==> src/rtl/ram8_master.sv <==
// ----------------------------------------------------------------------------
// ram8_master
//
// Burst master for a small single-port RAM with a combinational read port.
// A command (start address + word count) is taken on a valid/ready handshake.
// It then either streams write data from wr_* into the RAM, or streams RAM
// words out on rd_* through a one-entry output register. The address walks
// upward modulo 2**ADDR_W, so a burst that runs past the top address wraps
// to address 0.
//
// Parameters
//   DATA_W  word width
//   ADDR_W  RAM address width (2**ADDR_W words)
//
// Ports
//   clk, rst_n                       clock, asynchronous active-low reset
//   cmd_valid/cmd_ready              command handshake
//   cmd_write                        1 = burst write, 0 = burst read
//   cmd_addr                         first address of the burst
//   cmd_len                          number of words minus one
//   wr_valid/wr_ready/wr_data        write-data stream (sink)
//   rd_valid/rd_ready/rd_data        read-data stream (source)
//   ram_addr/ram_in/ram_load         RAM address, write data, write enable
//   ram_out                          RAM read data for ram_addr
//   busy                             high whenever not IDLE
//   done                             one-cycle pulse at burst completion
// ----------------------------------------------------------------------------
module ram8_master #(
  parameter int DATA_W = 8,
  parameter int ADDR_W = 3
) (
  input  logic              clk,
  input  logic              rst_n,
  input  logic              cmd_valid,
  output logic              cmd_ready,
  input  logic              cmd_write,
  input  logic [ADDR_W-1:0] cmd_addr,
  input  logic [ADDR_W-1:0] cmd_len,
  input  logic              wr_valid,
  output logic              wr_ready,
  input  logic [DATA_W-1:0] wr_data,
  output logic              rd_valid,
  input  logic              rd_ready,
  output logic [DATA_W-1:0] rd_data,
  output logic [ADDR_W-1:0] ram_addr,
  output logic [DATA_W-1:0] ram_in,
  output logic              ram_load,
  input  logic [DATA_W-1:0] ram_out,
  output logic              busy,
  output logic              done
);

  typedef enum logic [1:0] {
    S_IDLE  = 2'd0,
    S_WRITE = 2'd1,
    S_READ  = 2'd2,
    S_DONE  = 2'd3
  } state_t;

  state_t            state;
  logic [ADDR_W-1:0] cur_addr;
  logic [ADDR_W-1:0] remaining;
  // In READ: at least one word still has to be fetched from the RAM.
  // remaining alone cannot express "zero left to fetch" because it counts
  // words minus one, so this flag marks the end of the fetch phase.
  logic              pending;
  logic              fetch;

  // Address increment; the natural ADDR_W-bit overflow gives the wrap.
  function automatic logic [ADDR_W-1:0] next_addr(input logic [ADDR_W-1:0] a);
    return ADDR_W'(a + 1'b1);
  endfunction

  // Outputs decoded from registered state. Because state and cur_addr are
  // cleared asynchronously, every one of these drops to its idle value the
  // moment rst_n falls, without waiting for a clock edge.
  assign cmd_ready = (state == S_IDLE);
  assign busy      = (state != S_IDLE);
  assign done      = (state == S_DONE);
  assign wr_ready  = (state == S_WRITE);
  assign ram_load  = (state == S_WRITE) && wr_valid;
  assign ram_in    = (state == S_WRITE) ? wr_data : '0;
  assign ram_addr  = cur_addr;

  // The output register may be refilled when it is empty or its word is
  // being taken on this same edge, which gives one word per cycle under
  // continuous rd_ready.
  assign fetch = (state == S_READ) && pending && (!rd_valid || rd_ready);

  always_ff @(posedge clk or negedge rst_n) begin
    if (!rst_n) begin
      state     <= S_IDLE;
      cur_addr  <= '0;
      remaining <= '0;
      pending   <= 1'b0;
      rd_valid  <= 1'b0;
      rd_data   <= '0;
    end else begin
      case (state)
        S_IDLE: begin
          if (cmd_valid) begin
            cur_addr  <= cmd_addr;
            remaining <= cmd_len;
            pending   <= !cmd_write;
            state     <= cmd_write ? S_WRITE : S_READ;
          end
        end

        S_WRITE: begin
          // The RAM captures ram_in on this same edge; a low wr_valid
          // leaves both address and count untouched.
          if (wr_valid) begin
            cur_addr <= next_addr(cur_addr);
            if (remaining == '0) begin
              state <= S_DONE;
            end else begin
              remaining <= remaining - 1'b1;
            end
          end
        end

        S_READ: begin
          if (fetch) begin
            rd_data  <= ram_out;
            rd_valid <= 1'b1;
            cur_addr <= next_addr(cur_addr);
            if (remaining == '0) begin
              pending <= 1'b0;
            end else begin
              remaining <= remaining - 1'b1;
            end
          end else if (rd_valid && rd_ready) begin
            // No fetch while the consumer is ready means nothing is left to
            // fetch, so this was the final word of the burst.
            rd_valid <= 1'b0;
            state    <= S_DONE;
          end
        end

        S_DONE: begin
          state <= S_IDLE;
        end

        default: begin
          state <= S_IDLE;
        end
      endcase
    end
  end

endmodule

==> config.mk <==
export PLATFORM = sky130hd
export DESIGN_NAME = ram8_master
export DESIGN_NICKNAME = d
export VERILOG_FILES = /design/src/rtl/ram8_master.sv
export SDC_FILE = /design/constraint.sdc
export NUM_CORES = 1
export LEC_CHECK = 0
export ABC_AREA = 0
export BUFFER_PORTS_ARGS = -buffer_cell sky130_fd_sc_hd__buf_2
export CAP_MARGIN = 20
export CORE_MARGIN = 5
export CORE_UTILIZATION = 48
export CTS_CLUSTER_DIAMETER = 100
export DETAILED_ROUTE_END_ITERATION = 10
export PLACE_DENSITY = 0.91
export REMOVE_ABC_BUFFERS = 1
export SLEW_MARGIN = 20
export SYNTH_ARGS = -nofsm -noshare
export SYNTH_HDL_FRONTEND = slang
export SYNTH_SLANG_ARGS = --single-unit
==> constraint.sdc <==
create_clock -name clk -period 4.5 [get_ports clk]
set_clock_uncertainty 0.1 [all_clocks]
set_input_delay 0.9 -clock clk [delete_from_list [all_inputs] [get_ports clk]]
set_output_delay 0.9 -clock clk [all_outputs]
set_load 0.03 [all_outputs]
==> results.txt <==
status -> complete, no violations
cell area after synthesis -> 0.00107 mm^2
Synth area leaders -> dfrtp_1, mux2_2, ha_1
Final Power -> 1.21 mW
DRC Markers -> 0
Nets -> 189
largest net degree at the start of global routing -> 19
initial antenna violation count -> 0
area leader, netlist -> dfrtp_1
PortBufs -> 52
Pleak -> 0.739 nW
Total Wirelength -> 2.41 mm
gr usage total -> 0.156
Synth Register Bits -> 18
Initial Util -> 0.495
Synth Area per Inst -> 10.7 um^2
# H-tree levels -> 1
Chip Width -> 57.3 um
Reg2Reg Capture Point -> remaining[2]
row count -> 17
MaxCap Viol Count -> 0
yosys warns -> 0
CTS resizes -> 0
TritonCTS clock tree -> built
top cell type's share of synthesized area -> 0.420
layout cells sized above 1 -> 0.464
Max IR drop VDD -> 491 uV
final period utilization -> 0.581
gr ovfl total -> 0
Pre-antenna DRT Iters -> 2
Setup crit end -> ram_in[5]
PwrDens -> 871 mW/mm^2
Tmin final -> 2.61 ns
Setup crit start kind -> flip-flop
CORE AREA -> 0.00217 mm^2
setup TNS -> 0 ns
XOR/XNOR Fraction of Synth Area -> 0.00816
die area -> 0.00328 mm^2
# setup viols final -> 0
Sequential cell area -> 450 um^2
number of CTS-inserted buffers -> 3
DR vias -> 897
post-synthesis sequential area ratio -> 0.420
first-pass GRT wire length -> 4.06 mm
CP max FO -> 13
largest family of logic cells by synthesized area -> simple AND/OR/NAND/NOR gates
DRC marker count from the first detailed-route iteration -> 9
Worst EP arrival -> 1.61 ns
post-CTS setup buffer count -> 0
launch point of the worst reg-to-reg path -> state[1]
adder-cell area share of the yosys netlist -> 0.0816
post-synthesis cell count -> 100
Slew @ Worst Pin -> 0.423 ns
Critical Path Start -> state[1]
Clock Latency Late Sink -> 0.28 ns
Syn-to-layout area delta -> 29.6%
Final ANT Viol Nets -> 0
clock buffer depth -> 2
Min-Delay Path Class -> flip-flop to flip-flop
final hold vios -> 0
Ports -> 53
vias in the first global route -> 934
clk slew on worst S/H paths -> 0.10 ns
crit path kind -> flip-flop to output pin
worst hold slack -> 0.411 ns
most frequent cells in the layout -> buf_2, dfrtp_1, and2_1
fill count -> 191
Avg WL per Cell -> 13.3 um
Layout Utilization -> 0.641
relative slew slack -> 0.717
clk sink count -> 18
Worst R2R Setup Slack -> 2.53 ns
clk root buf -> clkbuf_4
diode count -> 0
mux cell area share after synthesis -> 0.166
routability cong. -> 0.764
area occupied by multi-input gates -> 579 um^2
RSZ-0062 raised after global routing -> false
cells on worst reg2reg path -> 5
synth unique cells -> 28
Max Fclk -> 383 MHz
Crit. End Element -> output pin
most common cell after layout, fill and taps aside -> buf_2
# hold bufs at CTS -> 0
vias per cell -> 4.96
DPL Wire Length -> 2.06 mm
max-slew violations -> 0
chip height -> 57.3 um
WP data required -> 3.50 ns
Compound-Gate Fraction of Synth Area -> 0.113
simple-gate share of the synthesized area -> 0.171
## stage by stage
stage | instances | instance area [um^2] | worst slack, ns
6_report | 181 | 1390 | 1.89
5_1_grt | 181 | 1390 | 1.77
4_1_cts | 181 | 1390 | 1.88
3_5_place_dp | 177 | 1360 | 2.18
3_3_place_gp | 177 | 1360 | 2.19
2_1_floorplan | 97 | 1060 | 2.16
## cell usage after synthesis
cell type and n:
a221oi_1 1, nand3_1 2, nand4b_1 1, nand4_1 1, and2_1 11, o21ai_0 3
mux2i_1 5, nand2b_1 2, buf_2 2, xnor2_1 1, a31oi_1 1, o311ai_0 1
o211ai_4 1, a211oi_4 1, nand3b_1 2, a21boi_0 1, clkbuf_1 1, nand2_1 10
inv_1 8, a21bo_2 1, ha_1 7, dfrtp_1 18, a21oi_1 3, nor2_1 3
a22o_1 1, mux2_4 1, nor2b_4 1, mux2_2 10
## critical path, cell delays in order (launching register included)
cell	delay, ns
dfrtp_1	0.43
inv_1	0.09
ha_1	0.42
and2_1	0.19
buf_2	0.20
## area by class of cell
class	count	area share
Multi-Input combinational cell	71	0.416
Sequential cell	18	0.324
Timing Repair Buffer	52	0.187
Clock buffer	4	0.0261
Tap cell	28	0.0252
Inverter	8	0.0216
## worst min-delay path by stage
stage	start	end	slack, ns	cells past startpoint
final	rd_data[4]	rd_data[4]	0.41	1
after global routing	rst_n	ram_addr[1]	0.44	1
after CTS	rd_data[6]	rd_data[6]	0.41	1
after detailed placement	rd_data[6]	rd_data[6]	0.39	1
after global placement	rd_data[2]	rd_data[2]	0.38	1
after floorplan	remaining[1]	remaining[1]	0.41	2
## flip-flops by register name (all words and copies together) (netlist names)
| signal | cells |
|---|---|
| pending | 1 |
| rd_data | 8 |
| state | 2 |
| rd_valid | 1 |
| ram_addr | 3 |
| remaining | 3 |
## power breakdown
part | switching (mW) | total [mW] | internal [mW]
logic | 0.494 | 0.812 | 0.318
registers | 0.0536 | 0.303 | 0.249
clock network | 0.0485 | 0.0977 | 0.0492
total | 0.596 | 1.21 | 0.616
## layer usage
metal	up-vias	GRT usage	wire, um
met5	-	0	0
met4	0	0.0563	11
met3	2	0.0271	117
met2	17	0.287	1330
met1	429	0.181	949
li1	449	-	-
## cell families (layout without fill, tap and decap cells)
group	Yosys count	count (layout)
buffers and inverters	11	64
adder cells (fa/ha/maj)	7	7
flip-flops	18	18
multiplexers	16	16
XOR/XNOR	1	1
AO/OA/AOI/OAI	14	14
AND/OR/NAND/NOR	33	33
Note: power is estimated with default switching activity, not from simulation.
